[src/rtl/instr_prefetch_queue.sv]
// instr_prefetch_queue
//   Fetch-side front end for the InstrF/decode register. Issues in-order word
//   reads to instruction memory, buffers the returned words with their PCs in a
//   DEPTH-entry FIFO and presents the head to decode. Stale fetches are
//   discarded after an execute-stage redirect by counting off the responses
//   that were still in flight.
//
//   Optional feature macro: PREFETCH_BYPASS_EN
//     defined   : a live response arriving while the FIFO is empty drives
//                 instr_valid/InstrF/PCF combinationally in the same cycle and,
//                 if decode advances, is consumed without entering the FIFO.
//     undefined : decode outputs come only from the FIFO head (one-cycle
//                 response-to-decode latency).
module instr_prefetch_queue #(
  parameter int unsigned DEPTH    = 4,
  parameter int unsigned MAX_OUT  = 2,
  parameter logic [31:0] RESET_PC = 32'h0000_0000,
  parameter logic [31:0] NOP_WORD = 32'hE1A0_0000
) (
  input  logic        clk,
  input  logic        reset,
  output logic        mem_req_valid,
  output logic [31:0] mem_req_addr,
  input  logic        mem_req_ready,
  input  logic        mem_rsp_valid,
  input  logic [31:0] mem_rsp_data,
  output logic        instr_valid,
  output logic [31:0] InstrF,
  output logic [31:0] PCF,
  input  logic        advance,
  input  logic        redirect,
  input  logic [31:0] redirect_pc
);

  // Pointer, occupancy and drop-counter widths.
  localparam int unsigned AW = $clog2(DEPTH);
  localparam int unsigned CW = AW + 1;
  localparam int unsigned DW = AW + 2;

  // Credit limits, widened so sums of counters never overflow in comparison.
  localparam logic [DW:0]   DEPTH_W   = (DW+1)'(DEPTH);
  localparam logic [DW:0]   MAX_OUT_W = (DW+1)'(MAX_OUT);
  localparam logic [DW:0]   CREDIT_W  = (DW+1)'(2 * MAX_OUT);
  localparam logic [CW-1:0] CNT_ZERO  = {CW{1'b0}};
  localparam logic [DW-1:0] DROP_ZERO = {DW{1'b0}};
  localparam logic [DW-1:0] DROP_ONE  = DW'(1'b1);
  localparam logic [AW-1:0] PTR_ZERO  = {AW{1'b0}};
  localparam logic [AW-1:0] PTR_ONE   = AW'(1'b1);
  localparam logic [31:0]   PC_STEP   = 32'd4;
  localparam logic [31:0]   ALIGN_MSK = 32'hFFFF_FFFC;

  // FIFO storage: instruction word and its fetch address.
  logic [31:0]   fifo_data_r [DEPTH];
  logic [31:0]   fifo_pc_r   [DEPTH];
  logic [AW-1:0] rd_ptr_r;
  logic [AW-1:0] wr_ptr_r;
  logic [CW-1:0] count_r;

  // Fetch-side state.
  logic [31:0]   fetch_pc_r;   // address of the next request to issue
  logic [31:0]   rsp_pc_r;     // address belonging to the next live response
  logic [CW-1:0] out_cnt_r;    // live requests accepted but not yet answered
  logic [DW-1:0] drop_cnt_r;   // stale responses still to be discarded

  // Datapath decode.
  logic [DW:0]   out_ext_s;
  logic [DW:0]   count_ext_s;
  logic [DW:0]   drop_ext_s;
  logic [31:0]   redir_pc_s;
  logic          fifo_empty_s;
  logic          drop_zero_s;
  logic          issue_ok_s;
  logic          issue_s;
  logic          rsp_live_s;
  logic          rsp_drop_s;
  logic          bypass_s;
  logic          bypass_take_s;
  logic          push_s;
  logic          pop_s;
  logic          head_valid_s;
  logic [31:0]   head_instr_s;
  logic [31:0]   head_pc_s;

  assign out_ext_s    = (DW+1)'(out_cnt_r);
  assign count_ext_s  = (DW+1)'(count_r);
  assign drop_ext_s   = (DW+1)'(drop_cnt_r);
  assign redir_pc_s   = redirect_pc & ALIGN_MSK;
  assign fifo_empty_s = (count_r == CNT_ZERO);
  assign drop_zero_s  = (drop_cnt_r == DROP_ZERO);

  // A request may only go out if its eventual response is guaranteed a FIFO
  // slot, and if a later redirect cannot push drop_cnt past its range.
  assign issue_ok_s = !reset && !redirect
                   && (out_ext_s < MAX_OUT_W)
                   && ((out_ext_s + count_ext_s) < DEPTH_W)
                   && ((out_ext_s + drop_ext_s) < CREDIT_W);

  assign mem_req_valid = issue_ok_s;
  assign mem_req_addr  = fetch_pc_r;
  assign issue_s       = issue_ok_s && mem_req_ready;

  // Responses are live only once every stale one has been counted off; a
  // redirect in the same cycle turns the arriving response stale as well.
  assign rsp_live_s = mem_rsp_valid && drop_zero_s && !redirect;
  assign rsp_drop_s = mem_rsp_valid && !drop_zero_s && !redirect;

`ifdef PREFETCH_BYPASS_EN
  assign bypass_s = rsp_live_s && fifo_empty_s;
`else
  assign bypass_s = 1'b0;
`endif

  // A bypassed word taken by decode never needs a FIFO slot.
  assign bypass_take_s = bypass_s && advance;
  assign push_s        = rsp_live_s && !bypass_take_s;
  assign pop_s         = advance && !fifo_empty_s && !redirect;

  // Select what decode sees: FIFO head first, then a bypassed response, else NOP.
  always_comb begin
    head_valid_s = 1'b0;
    head_instr_s = NOP_WORD;
    head_pc_s    = 32'h0000_0000;
    if (!fifo_empty_s) begin
      head_valid_s = 1'b1;
      head_instr_s = fifo_data_r[rd_ptr_r];
      head_pc_s    = fifo_pc_r[rd_ptr_r];
    end else if (bypass_s) begin
      head_valid_s = 1'b1;
      head_instr_s = mem_rsp_data;
      head_pc_s    = rsp_pc_r;
    end else begin
      head_valid_s = 1'b0;
      head_instr_s = NOP_WORD;
      head_pc_s    = 32'h0000_0000;
    end
  end

  assign instr_valid = head_valid_s;
  assign InstrF      = head_instr_s;
  assign PCF         = head_pc_s;

  // Fetch/response PC tracking and the outstanding and drop credit counters.
  always_ff @(posedge clk or posedge reset) begin
    if (reset) begin
      fetch_pc_r <= RESET_PC;
      rsp_pc_r   <= RESET_PC;
      out_cnt_r  <= CNT_ZERO;
      drop_cnt_r <= DROP_ZERO;
    end else if (redirect) begin
      // Everything still in flight becomes stale, minus a response that is
      // being discarded right now.
      fetch_pc_r <= redir_pc_s;
      rsp_pc_r   <= redir_pc_s;
      out_cnt_r  <= CNT_ZERO;
      drop_cnt_r <= drop_cnt_r + DW'(out_cnt_r) - DW'(mem_rsp_valid);
    end else begin
      if (issue_s) begin
        fetch_pc_r <= fetch_pc_r + PC_STEP;
      end
      if (rsp_live_s) begin
        rsp_pc_r <= rsp_pc_r + PC_STEP;
      end
      out_cnt_r <= out_cnt_r + CW'(issue_s) - CW'(rsp_live_s);
      if (rsp_drop_s) begin
        drop_cnt_r <= drop_cnt_r - DROP_ONE;
      end
    end
  end

  // FIFO pointers and occupancy; a redirect empties the queue outright.
  always_ff @(posedge clk or posedge reset) begin
    if (reset) begin
      rd_ptr_r <= PTR_ZERO;
      wr_ptr_r <= PTR_ZERO;
      count_r  <= CNT_ZERO;
    end else if (redirect) begin
      rd_ptr_r <= PTR_ZERO;
      wr_ptr_r <= PTR_ZERO;
      count_r  <= CNT_ZERO;
    end else begin
      if (push_s) begin
        wr_ptr_r <= wr_ptr_r + PTR_ONE;
      end
      if (pop_s) begin
        rd_ptr_r <= rd_ptr_r + PTR_ONE;
      end
      count_r <= count_r + CW'(push_s) - CW'(pop_s);
    end
  end

  // FIFO entry storage; contents are cleared on reset so no stale word can leak.
  always_ff @(posedge clk or posedge reset) begin
    if (reset) begin
      for (int unsigned i = 0; i < DEPTH; i++) begin
        fifo_data_r[i] <= 32'h0000_0000;
        fifo_pc_r[i]   <= 32'h0000_0000;
      end
    end else if (push_s) begin
      fifo_data_r[wr_ptr_r] <= mem_rsp_data;
      fifo_pc_r[wr_ptr_r]   <= rsp_pc_r;
    end
  end

endmodule

[config.mk]
export PLATFORM = sky130hd
export DESIGN_NAME = instr_prefetch_queue
export DESIGN_NICKNAME = d
export VERILOG_FILES = /design/src/rtl/instr_prefetch_queue.sv
export SDC_FILE = /design/constraint.sdc
export NUM_CORES = 1
export LEC_CHECK = 0
export ABC_AREA = 1
export BUFFER_PORTS_ARGS = -buffer_cell sky130_fd_sc_hd__buf_4
export CAP_MARGIN = 20
export CORE_ASPECT_RATIO = 0.5
export CORE_MARGIN = 2
export CORE_UTILIZATION = 30
export DETAILED_ROUTE_END_ITERATION = 8
export PLACE_DENSITY = 0.51
export SLEW_MARGIN = 20
export SYNTH_ARGS = -nofsm -noshare
export SYNTH_HDL_FRONTEND = slang
export SYNTH_SLANG_ARGS = --single-unit
[constraint.sdc]
create_clock -name clk -period 6 [get_ports clk]
set_input_delay 0.6 -clock clk [delete_from_list [all_inputs] [get_ports clk]]
set_output_delay 0.6 -clock clk [all_outputs]
set_load 0.02 [all_outputs]
==> run summary <==
status: finished, final reports clean
Gate Count Post-Synth: 2096
initial antenna violation count: 0
insertion delay of the later-clocked pin in the worst-skew pair: 0.54 ns
total gr overflow: 0
1st-iter DRT viols: 1021
CTS resizes: 0
DRC Markers: 0
std cell rows: 60
final-report setup violation count: 0
Seq/Total Area, Yosys: 49.5%
Fin Clk Skew: 0.0201 ns
WL/cell: 16.3 µm
Leak: 8.94 nW
first-pass GRT wire length: 76000 µm
PD cells: 392 nW/µm²
largest net degree at the start of global routing: 131
CTS buffer count: 36
share of the synthesized area in the top cell type: 49.5%
achievable frequency: 277 MHz
CTS Sinks: 322
DRT Wirelength: 47700 µm
Power, Total: 7.47 mW
detailed-route via count: 13900
Inserted Diodes: 0
crit path kind: register to output pin
Die Y: 169 µm
hpwl dp: 30300 µm
CTS tree: built
die width: 334 µm
Clock transition at path regs: 0.05 ns
worst relative slew slack: 33.3%
CP arrival: 3.01 ns
Hold Path Class: input port to async pin
commonest non-fill, non-tap cell in the layout: nand2_1
top cells by area in the synthesized netlist: dfrtp_1, o21ai_0, nand2_1
fraction of layout cells with a size suffix above 1: 11.4%
clock period minus worst slack: 3.61 ns
Post-CTS Setup Bufs: 0
element type at the critical path end: output pin
clk buf depth: 3
Final #Nets: 2292
core area: 53700 µm²
RePlAce Congestion: 0.856
YS warnings: 0
port buffer count: 161
setup TNS: 0 ns
Synth cell types: 36
Synth Cell Area: 16300 µm²
RSZ-0062 raised after global routing: false
Layout area overhead: 16.8%
Clock Tree Root: clkbuf_16
die area: 56300 µm²
fin. max-slew vios: 0
Fin. Hold Viols: 0
H-tree lvl count: 2
most frequent cells in the layout: nand2_1, o21ai_0, nor2_1
hold bufs inserted after CTS: 0
filler cell count: 5776
Critical Path Fanout Max: 32
initial core utilization: 30.4%
Critical Path RT: 5.40 ns
Routed Antenna Nets: 0
I/O pin total: 168
Total Routing Usage GR: 16.9%
DRT Pass-1 Iters: 7
startpoint types: register
syn avg cell area: 7.77 µm²
vias in the first global route: 13500
Max Cap Viol: 0
number of synthesized register bits: 322
Max VDD drop: 0.168 mV
area leader, netlist: dfrtp_1
worst-margin pin slew: 0.997 ns
Final Cycle Share: 60.1%
vias per cell: 4.74
[synth_stat cells]
cell type	number
buf_4	13
nor3_1	9
o21bai_1	1
a21oi_1	72
o311ai_0	6
or2_2	2
nand4_4	2
inv_2	6
nor2_1	328
nand4_1	10
clkbuf_1	53
conb_1	1
o21ai_0	394
buf_6	22
fa_1	3
and2_1	3
xor2_1	23
nor2_4	4
a31oi_1	3
o21a_1	2
buf_2	17
o21ai_1	15
ha_1	23
nand2_2	2
nor2_2	3
nand3_1	64
o221ai_1	5
nand2_4	1
a21boi_0	1
inv_1	152
nand2_1	503
buf_1	11
dfrtp_1	322
or2_1	1
xnor2_1	7
o211ai_1	12
[critical path: stages (launching register included)]
cell	delay [ns]
dfrtp_1	0.42
or2_2	0.34
nor2_4	0.76
buf_4	0.58
a21oi_1	0.16
buf_4	0.20
[flip-flops by register name, summed over array words and instances, names as in the netlist]
| register | cells |
|---|---|
| fifo_data_r | 128 |
| fifo_pc_r | 120 |
| mem_req_addr | 30 |
| rsp_pc_r | 30 |
| drop_cnt_r | 4 |
| count_r | 3 |
| out_cnt_r | 3 |
| rd_ptr_r | 2 |
| wr_ptr_r | 2 |
[final cells by class]
cell class	instances	area, µm²	area share, %
Timing Repair Buffer	175	1330	6.97
Sequential cell	322	8060	42.4
Clock inverter	7	42.5	0.223
Tap cell	713	892	4.69
Multi-Input combinational cell	1503	7010	36.8
Inverter	158	608	3.19
Clock buffer	57	1090	5.73
[cell families (layout without fill, tap and decap cells)]
kind of cell | Yosys count | after routing | synth area share, %
flip-flops | 322 | 322 | 49.5
other | 1 | 4 | 0.0230
buffers and inverters | 274 | 397 | 7.76
adder cells (fa/ha/maj) | 26 | 26 | 2.13
AO/OA/AOI/OAI | 511 | 511 | 16.2
AND/OR/NAND/NOR | 932 | 932 | 22.8
XOR/XNOR | 30 | 30 | 1.61
[where the power goes]
group	total [mW]	switching, mW	internal, mW
logic	2.47	1.59	0.881
registers	2.85	0.317	2.53
clock network	2.15	0.900	1.25
[final timing paths]
path | to | depth (start not counted) | slack, ns | from
setup / recovery | PCF[19] | 5 | 2.39 | count_r[1]
hold / removal | fifo_data_r[85] | 2 | 0.07 | reset
setup reg to reg | fifo_data_r[98] | 8 | 2.80 | drop_cnt_r[0]
hold reg to reg | fifo_pc_r[2] | 2 | 0.48 | fifo_pc_r[2]
max in group asynchronous | fifo_pc_r[62] | 4 | 4.13 | reset
min in group clk | mem_req_addr[25] | 3 | 0.34 | redirect_pc[25]
[stage by stage]
stage / hold WS [ns] / utilization (%) / std cells / worst slack, ns / cell area (µm²)
after floorplan: 0.448 / - / 2099 / 1.46 / 16300
after global placement: 0.460 / 33.4 / 2871 / 2.83 / 17900
after detailed placement: 0.467 / 33.4 / 2871 / 2.81 / 17900
after CTS: 0.108 / 35.5 / 2935 / 2.37 / 19000
after global routing: 0.121 / 35.5 / 2935 / 2.19 / 19000
final: 0.0744 / 35.5 / 2935 / 2.39 / 19000
[layer usage]
metal,global-route usage [%],up-vias,wire [µm]
li1,-,6948,-
met1,22.9,6622,22400
met2,28.3,257,22200
met3,2.58,76,1900
met4,4.90,0,1260
met5,0,-,0
Power figures use the tool's default switching activity.
